[src/rtl/fifo.sv]
// Synchronous circular-buffer FIFO with registered read data and overflow/underflow flags.
// Define FIFO_ERR_STICKY_EN to make the error flags hold until reset instead of pulsing.
module fifo #(
    parameter int WIDTH = 8,
    parameter int DEPTH = 16
) (
    input  logic                     clk,
    input  logic                     rst,
    input  logic [WIDTH-1:0]         data_in,
    input  logic                     wr_en,
    input  logic                     rd_en,
    output logic [WIDTH-1:0]         data_out,
    output logic                     empty,
    output logic                     full,
    output logic [$clog2(DEPTH):0]   count,
    output logic                     overflow,
    output logic                     underflow
);

    localparam int AW = $clog2(DEPTH);
    localparam logic [AW:0] DEPTH_CNT = (AW+1)'(DEPTH);

    logic [WIDTH-1:0] mem [DEPTH];
    logic [AW-1:0]    head;
    logic [AW-1:0]    tail;
    logic             wr_ok;
    logic             rd_ok;

    assign empty = (count == '0);
    assign full  = (count == DEPTH_CNT);
    assign wr_ok = wr_en && !full;
    assign rd_ok = rd_en && !empty;

    // Storage is deliberately left out of reset; stale words are unreachable once count is zero.
    always_ff @(posedge clk) begin
        if (!rst && wr_ok) begin
            mem[tail] <= data_in;
        end
    end

    always_ff @(posedge clk) begin
        if (rst) begin
            head     <= '0;
            tail     <= '0;
            count    <= '0;
            data_out <= '0;
        end else begin
            if (wr_ok) begin
                tail <= tail + 1'b1;
            end
            if (rd_ok) begin
                data_out <= mem[head];
                head     <= head + 1'b1;
            end
            case ({wr_ok, rd_ok})
                2'b10:   count <= count + 1'b1;
                2'b01:   count <= count - 1'b1;
                default: count <= count;
            endcase
        end
    end

    always_ff @(posedge clk) begin
        if (rst) begin
            overflow  <= 1'b0;
            underflow <= 1'b0;
        end else begin
`ifdef FIFO_ERR_STICKY_EN
            overflow  <= overflow  | (wr_en & full);
            underflow <= underflow | (rd_en & empty);
`else
            overflow  <= wr_en & full;
            underflow <= rd_en & empty;
`endif
        end
    end

endmodule

[config.mk]
export PLATFORM = sky130hd
export DESIGN_NAME = fifo
export DESIGN_NICKNAME = d
export VERILOG_FILES = /design/src/rtl/fifo.sv
export SDC_FILE = /design/constraint.sdc
export NUM_CORES = 1
export LEC_CHECK = 0
export CORE_ASPECT_RATIO = 0.7
export CORE_UTILIZATION = 30
export DETAILED_ROUTE_END_ITERATION = 8
export SLEW_MARGIN = 30
export SYNTH_ARGS = -nofsm -noshare
export SYNTH_HDL_FRONTEND = slang
export SYNTH_SLANG_ARGS = --single-unit
export TNS_END_PERCENT = 20
[constraint.sdc]
create_clock -name clk -period 4.1 [get_ports clk]
set_input_delay 1.23 -clock clk [delete_from_list [all_inputs] [get_ports clk]]
set_output_delay 1.23 -clock clk [all_outputs]
set_load 0.05 [all_outputs]
==> results of run 1 <==
==> where the power goes <==
group          switching [W]  internal [W]
Sequential         0.0000993       0.00176
Clock               0.000602       0.00102
Combinational       0.000624      0.000375
Total                0.00133       0.00315
==> final cells by class <==
type / count / area share
sequential: 151 / 0.592
multi-input combinational: 189 / 0.215
clock buffer: 20 / 0.0600
timing repair buffer: 48 / 0.0591
tap: 264 / 0.0454
clock inverter: 12 / 0.0244
inverter: 8 / 0.00413
==> worst max-delay path, stage by stage (launching register included) <==
cell	delay, ps
dfxtp_1	380
or4_1	620
nor2_1	120
clkdlybuf4s50_1	810
==> cell usage in the layout, fill, tap and decap left out, types with 11 or more instances in the layout <==
cell type,instances
mux4_2,16
nor2_1,46
o22ai_1,16
mux2i_1,34
edfxtp_1,128
clkbuf_16,17
clkdlybuf4s50_1,28
buf_4,20
nand2_1,11
dfxtp_1,22
==> worst max-delay path by stage <==
stage / from / endpoint
after global placement: wr_en / count[4]$_SDFFE_PP0P_
after floorplan: rd_en / count[4]$_SDFFE_PP0P_
after CTS: count[0]$_SDFFE_PP0P_ / empty
final: count[0]$_SDFFE_PP0P_ / empty
after detailed placement: wr_en / count[4]$_SDFFE_PP0P_
after global routing: count[0]$_SDFFE_PP0P_ / full
==> routing by layer <==
| metal | track usage | wire, µm | share of wire |
|---|---|---|---|
| met5 | 0 | 0 | 0 |
| met4 | 0.0485 | 80 | 0.0062 |
| met3 | 0.0412 | 1020 | 0.078 |
| met2 | 0.198 | 5730 | 0.44 |
| met1 | 0.194 | 6140 | 0.47 |
==> state kept, by name (all words and copies together), names as in the netlist <==
signal,flops
mem,128
data_out,8
count,5
head,4
tail,4
overflow,1
underflow,1
==> through the flow <==
stage,hold WS [ps],total power [W],worst slack (ps)
after floorplan,482,0.00257,665
after global placement,493,0.00287,356
after detailed placement,501,0.00289,261
after CTS,509,0.00452,499
after global routing,540,0.00466,392
final,504,0.00447,522
==> kinds of logic after synthesis <==
group / Yosys count
AND/OR/NAND/NOR: 79
multiplexers: 51
XOR/XNOR: 8
adder cells (fa/ha/maj): 10
buffers and inverters: 29
AO/OA/AOI/OAI: 41
flip-flops: 151
==> flow_metrics.tcl, run 1 <==
set metrics [dict create \
    finalNonFillerCells 692 \
    dr.pass1.iters 4 \
    clock_latency_ps 420 \
    cts_root_buffer "clkbuf_16" \
    gp_congestion 0.777 \
    final-seq-area_um2 4310 \
    synth_top_family_by_area "multiplexers" \
    vias 3237 \
    drt_drc_violations_left 0 \
    synth-seq-area-share 0.717 \
    areaGrowthSynthToFinish_pct 21.2 \
    core-area_um2 19200 \
    dieArea_um2 20600 \
    grt_max_degree 40 \
    maxSlewHeadroom 0.443 \
    synth.area.mux_share 0.119 \
    ys.flop_type "edfxtp_1" \
    report.final.slew_viol_count 0 \
    holdPathStages 2 \
    wl_um 13000 \
    cp_max_fo 6 \
    timing.hold.worst.start "data_out[2]$_SDFFE_PP0P_" \
    power.density_nw_per_um2 615 \
    ys_types 37 \
    period_minus_slack_ps 3580 \
    fin_crit_sh 0.873 \
    cts_buffers 17 \
    synth.most_common_cell "edfxtp_1" \
    path_class "reg -> out" \
    post_cts_buffers 0 \
    drv_cap 0 \
    grt_overflow 0 \
    hold_path.class "reg -> reg" \
    num_io_pins 29 \
    via_per_inst 4.68 \
    ys_ff_latch 151 \
    grt.total_usage 0.137 \
    wl_per_cell_um 18.7 \
    fill_cells 1816 \
    row_count 42 \
    required_ps 2870 \
    status "finished clean" \
    min_to "data_out[2]$_SDFFE_PP0P_" \
    synth_area_um2 6010 \
    cp.arrival_ps 2350 \
    dpl_cell_area_um2 6660 \
    setup_viol 0 \
    synth_xor_area_frac 0.0117 \
    async_reset_ff_frac 0 \
    final_util 0.378 \
    avgSynthCellArea_um2 16.3 \
    antenna_found_initial 0 \
    synth_fp_nets 391 \
    antenna_cells 0 \
    rsz0062_at_grt "no" \
    die_height_um 120 \
    dp_cells 660 \
    synth_enable_flop_cells 128 \
    stdcell_area_um2 7280 \
    r2r_cells 11 \
    end_kind "output port" \
    finClkSkew_ps 7.88 \
    setup_tns_ps 0 \
    cts_tree "done" \
    r2r_start "count[0]$_SDFFE_PP0P_" \
    clk_path_buf_depth 2 \
    reg2reg_to "count[4]$_SDFFE_PP0P_" \
    cts_resized 0 \
    port_buffers 28 \
    ir_drop_v 0.000270 \
    hold_viol 0 \
    die_x_um 171 \
    drtAntennaViolNets 0 \
    initial_utilization 0.312 \
    final_nets 437 \
    synth_commonest_cells "128 x edfxtp_1, 46 x nor2_1, 34 x mux2i_1" \
    synth_top_area_share 0.640 \
    first_iter_violations 264 \
    syn_inst 369 \
    final_layout_size_suffix_gt1_frac 0.164 \
    yosys.area.top_type "edfxtp_1" \
    crit_path_start_kind "flop" \
    clkSinkCount 151 \
    r2r_slack_ps 1210 \
    tightest_slew_ps 834 \
    multi_input_area_um2 1570 \
    leakage_nw 2.29 \
    synth_fa_ha_area_frac 0.0221 \
    grt_pass1_wl_um 20000 \
    path_clk_slew_ps 60 \
    fmax_mhz 280 \
    grt_pass1_vias 3324 \
    dp_hpwl_um 8430 \
    synth_compound_area_frac 0.0477 \
    yosys.area_share.simple 0.0600 \
    htreeDepth 4 \
    holdBufCountCts 0 \
    netlist_top_cells_area "edfxtp_1 64%, dfxtp_1 7.7%, mux4_2 6.0%" \
    yosys_warnings 0 \
]
Power figures use the tool's default switching activity.
==> run 2: changes to the inputs <==
--- a/config.mk
+++ b/config.mk
@@ -5,6 +5,7 @@
 export SDC_FILE = /design/constraint.sdc
 export NUM_CORES = 1
 export LEC_CHECK = 0
+export ABC_AREA = 1
 export CORE_ASPECT_RATIO = 0.7
 export CORE_UTILIZATION = 30
 export DETAILED_ROUTE_END_ITERATION = 8
==> flow_metrics.tcl, run 2 <==
set metrics [dict create \
    status "finished clean" \
    cts_root_buffer "clkbuf_16" \
    report.final.slew_viol_count 0 \
    largest_reg_flops 128 \
    tightest_slew_ps 796 \
    holdPathStages 2 \
    via_per_inst 4.55 \
    highest_layer "met4" \
    wl_per_cell_um 15.3 \
    drtAntennaViolNets 0 \
    post_cts_buffers 0 \
    holdBufCountCts 0 \
    final_layout_size_suffix_gt1_frac 0.0787 \
    avgSynthCellArea_um2 9.84 \
    reg.largest.list "mem (128), data_out (8), count (5)" \
    wl_met2_um 6300 \
    async_reset_ff_frac 0 \
    multi_input_area_um2 1800 \
    wl_met1_um 7790 \
    ir_drop_v 0.000341 \
    core-area_um2 21700 \
    setup_tns_ps 0 \
    power.density_nw_per_um2 619 \
    reg2reg_to "count[4]$_SDFFE_PP0P_" \
    end_kind "output port" \
    clkSinkCount 151 \
    initial_utilization 0.306 \
    syn_inst 676 \
    rsz0062_at_grt "no" \
    synth_fp_nets 698 \
    areaGrowthSynthToFinish_pct 17.0 \
    synth_area_um2 6660 \
    row_count 45 \
    grt_max_degree 68 \
    dp_hpwl_um 9630 \
    synth_top_area_share 0.578 \
    port_buffers 28 \
    cp.arrival_ps 2020 \
    ys_types 29 \
    wl_met3_um 1210 \
    final_nets 733 \
    first_iter_violations 462 \
    synth_commonest_cells "227 x nand2_1, 128 x edfxtp_1, 92 x nand3_1" \
    vias 4575 \
    netlist_top_cells_area "edfxtp_1 58%, nand2_1 13%, dfxtp_1 6.9%" \
    grt.total_usage 0.141 \
    fmax_mhz 307 \
    clk_path_buf_depth 2 \
    finClkSkew_ps 8.23 \
    drt_drc_violations_left 0 \
    yosys.area.top_type "edfxtp_1" \
    r2r_cells 14 \
    hold_path.class "reg -> reg" \
    required_ps 2870 \
    cp_max_fo 4 \
    maxSlewHeadroom 0.467 \
    cts_buffers 17 \
    num_io_pins 29 \
    dpl_cell_area_um2 7220 \
    die_height_um 127 \
    antenna_found_initial 0 \
    setup_viol 0 \
    drv_cap 0 \
    stdcell_area_um2 7790 \
    hold_viol 0 \
    grt_pass1_vias 4207 \
    largest_register "mem" \
    path_class "reg -> out" \
    layout_common_cells "227 x nand2_1, 128 x edfxtp_1, 92 x nand3_1, 87 x inv_1, 40 x nor2_1" \
    ys.flop_type "edfxtp_1" \
    fill_cells 2163 \
    path_clk_slew_ps 60 \
    period_minus_slack_ps 3250 \
    leakage_nw 3.21 \
    wl_um 15400 \
    dieArea_um2 22800 \
    die_x_um 180 \
    htreeDepth 4 \
    synth-seq-area-share 0.647 \
    power_w 0.00482 \
    timing.hold.worst.start "count[0]$_SDFFE_PP0P_" \
    clock_latency_ps 420 \
    crit_path_start_kind "flop" \
    dr.pass1.iters 5 \
    synth_enable_flop_cells 128 \
    yosys_warnings 0 \
    antenna_cells 0 \
    gp_congestion 0.831 \
    fin_crit_sh 0.794 \
    grt_overflow 0 \
    r2r_slack_ps 1880 \
    final-seq-area_um2 4310 \
    cts_tree "done" \
    cts_resized 0 \
    synth.most_common_cell "nand2_1" \
    worst_hold_slack_ps 514 \
    layout_commonest_cell "nand2_1" \
    min_to "count[0]$_SDFFE_PP0P_" \
    grt_pass1_wl_um 24100 \
    ys_ff_latch 151 \
    r2r_start "count[1]$_SDFFE_PP0P_" \
]
-- run 2: cells by family after synthesis --
logic type | count (synthesis) | share of synthesized area
AND/OR/NAND/NOR | 368 | 0.229
flip-flops | 151 | 0.647
buffers and inverters | 125 | 0.0829
AO/OA/AOI/OAI | 17 | 0.0147
adder cells (fa/ha/maj) | 10 | 0.0199
XOR/XNOR | 5 | 0.00658
-- run 2: through the flow --
stage / util / setup WS, ps / std cells
2_1_floorplan: - / 1290 / 676
3_3_place_gp: 0.332 / 871 / 974
3_5_place_dp: 0.332 / 830 / 974
4_1_cts: 0.358 / 831 / 1006
5_1_grt: 0.358 / 766 / 1006
6_report: 0.358 / 845 / 1006
-- run 2: where the power goes --
part           internal (W)  leakage (nW)  switching [W]
combinational      0.000432          1.61        0.00106
sequential          0.00175          1.34      0.0000666
clock              0.000898         0.262       0.000615
-- run 2: metal layers --
layer  track usage  vias to the layer above
met4        0.0397                        0
met5             0                        -
met1         0.217                     2161
met2         0.193                      151
met3        0.0353                       12
li1              -                     2251
-- run 2: layout make-up --
class,count,share of cell area
clock buffers,21,0.0565
clock inverters,11,0.0161
inverters,97,0.0469
multi-input cells,400,0.231
flip-flops and latches,151,0.553
well taps,282,0.0453
repair buffers,44,0.0514
-- run 2: worst max path at each step --
stage               cells past startpoint                     to                  start  slack, ps
finish                                  4                  empty  count[3]$_SDFFE_PP0P_        850
floorplan                              13  count[4]$_SDFFE_PP0P_                  rd_en       1290
global placement                       13  count[4]$_SDFFE_PP0P_                  rd_en        870
detailed placement                     13  count[4]$_SDFFE_PP0P_                  rd_en        830
CTS                                     4                  empty  count[3]$_SDFFE_PP0P_        830
global route                            4                  empty  count[0]$_SDFFE_PP0P_        770
-- run 2: worst max-delay path: stages (launching register included) --
cell and delay (ps):
dfxtp_1 360, nor2_1 160, nand4_1 180, inv_1 120, clkdlybuf4s50_1 800
==> run 3: changes to the inputs <==
==> constraint.sdc (replaced) <==
create_clock -name clk -period 2.8 [get_ports clk]
set_input_delay 0.84 -clock clk [delete_from_list [all_inputs] [get_ports clk]]
set_output_delay 0.84 -clock clk [all_outputs]
set_load 0.05 [all_outputs]
==> flow_metrics.tcl, run 3 (synthesis gave the netlist of run 2 again) <==
set metrics [dict create \
    setup_viol 0 \
    power.density_nw_per_um2 901 \
    antenna_cells 0 \
    grt.total_usage 0.143 \
    drtAntennaViolNets 0 \
    highest_layer "met4" \
    clk_path_buf_depth 2 \
    p_int_w 0.00454 \
    largest_reg_flops 128 \
    areaGrowthSynthToFinish_pct 19.2 \
    dp_hpwl_um 9670 \
    grt_pass1_vias 4232 \
    violations "design-rule violations" \
    die_height_um 127 \
    grt_max_degree 68 \
    hold_path.class "reg -> reg" \
    grt_pass1_wl_um 24500 \
    report.final.slew_viol_count 0 \
    startpoint "count[0]$_SDFFE_PP0P_" \
    wl_per_cell_um 15.2 \
    final_nets 749 \
    sequentialPowerShare 0.369 \
    rsz0062_at_grt "no" \
    grt_overflow 0 \
    clkSinkCount 151 \
    p_clk_frac 0.317 \
    path_class "reg -> out" \
    antenna_found_initial 0 \
    first_iter_violations 515 \
    cts_root_buffer "clkbuf_16" \
    wl_met3_um 800 \
    fmax_mhz 389 \
    initial_utilization 0.306 \
    num_io_pins 29 \
    switching_share 0.365 \
    holdPathStages 2 \
    drt_drc_violations_left 2 \
    largest_register "mem" \
    end_kind "output port" \
    clock_latency_ps 420 \
    timing.hold.worst.start "tail[3]$_SDFFE_PP0P_" \
    power_w 0.00715 \
    required_ps 1960 \
    r2r_slack_ps 730 \
    via_per_inst 4.46 \
    hold_viol 0 \
    dr.pass1.iters 7 \
    wl_um 15600 \
    p_comb_frac 0.314 \
    gp_congestion 0.822 \
    cts_tree "done" \
    ir_drop_v 0.000468 \
    power_switching_w 0.00261 \
    reg.largest.list "mem (128), data_out (8), count (5)" \
    layout_common_cells "227 x nand2_1, 128 x edfxtp_1, 92 x nand3_1, 87 x inv_1, 40 x nor2_1" \
    wl_met1_um 8120 \
    die_x_um 180 \
    min_to "tail[3]$_SDFFE_PP0P_" \
    path_clk_slew_ps 60 \
    vias 4559 \
    maxSlewHeadroom 0.495 \
    wl_met2_um 6460 \
    status "finished with violations" \
    crit_path_start_kind "flop" \
    finClkSkew_ps 8.72 \
    cts_buffers 17 \
    cp.arrival_ps 1730 \
    tightest_slew_ps 755 \
    final_layout_size_suffix_gt1_frac 0.103 \
    core-area_um2 21700 \
    drv_cap 0 \
    cp_max_fo 5 \
    r2r_start "count[0]$_SDFFE_PP0P_" \
    holdBufCountCts 0 \
    fin_crit_sh 0.918 \
    fill_cells 2180 \
    reg2reg_to "count[4]$_SDFFE_PP0P_" \
    htreeDepth 4 \
    row_count 45 \
    port_buffers 28 \
    r2r_cells 12 \
    layout_commonest_cell "nand2_1" \
    leakage_nw 3.32 \
    setup_tns_ps 0 \
    dieArea_um2 22800 \
    period_minus_slack_ps 2570 \
]
[run 3: cell types whose count changed in the layout (fill, tap and decap cells not counted)]
cell	before	now
dlygate4sd2_1	0	2
clkdlybuf4s50_1	28	26
buf_4	16	31
clkinv_2	2	3
buf_12	0	1
clkbuf_1	4	1
clkinvlp_4	4	3
clkinv_4	1	2
inv_6	2	4
[run 3: final cells by class]
cell class | count | area [µm²] | area share
multi-input cells | 400 | 1800 | 0.227
flip-flops and latches | 151 | 4310 | 0.543
clock inverters | 14 | 149 | 0.0188
clock buffers | 18 | 429 | 0.0541
inverters | 97 | 365 | 0.0461
repair buffers | 60 | 531 | 0.0669
well taps | 282 | 353 | 0.0445
[run 3: through the flow]
stage | area [µm²] | hold WS [ps] | util | worst slack, ps | instances
3_5_place_dp | 7360 | 506 | 0.338 | 33.0 | 990
5_1_grt | 7930 | 544 | 0.365 | 132 | 1022
4_1_cts | 7930 | 516 | 0.365 | 213 | 1022
3_3_place_gp | 7360 | 501 | 0.338 | 102 | 990
6_report | 7930 | 513 | 0.365 | 230 | 1022
2_1_floorplan | 6660 | 472 | - | 268 | 676
[run 3: worst max-delay path by stage]
stage	slack, ps	endpoint	cells after the start
6_report	230	empty	4
5_1_grt	130	empty	4
4_1_cts	210	empty	4
3_5_place_dp	30	count[4]$_SDFFE_PP0P_	13
3_3_place_gp	100	count[4]$_SDFFE_PP0P_	13
2_1_floorplan	270	count[4]$_SDFFE_PP0P_	15
[run 3: metal layers]
| metal | global-route usage | up-vias |
|---|---|---|
| met5 | 0 | - |
| li1 | - | 2276 |
| met2 | 0.196 | 132 |
| met1 | 0.223 | 2134 |
| met4 | 0.0468 | 0 |
| met3 | 0.0250 | 17 |
[run 3: power by group through the flow]
| stage | clock [W] | sequential [W] | combinational [W] |
|---|---|---|---|
| 6_report | 0.00226 | 0.00264 | 0.00224 |
| 4_1_cts | 0.00229 | 0.00264 | 0.00223 |
| 3_5_place_dp | 0 | 0.00269 | 0.00223 |
| 5_1_grt | 0.00239 | 0.00266 | 0.00246 |
| 3_3_place_gp | 0 | 0.00269 | 0.00223 |
| 2_1_floorplan | 0 | 0.00297 | 0.00130 |
[run 3: timing repair]
item | in CTS | in global routing
buffers inserted | 0 | 0
resized for setup | 2 | 0
setup endpoints to repair | 2 | 0
[run 3: critical path, stage by stage, from the launching register on]
cell and delay (ps):
dfxtp_1 350, nor2_1 170, nand4_1 170, inv_1 100, dlygate4sd2_1 530
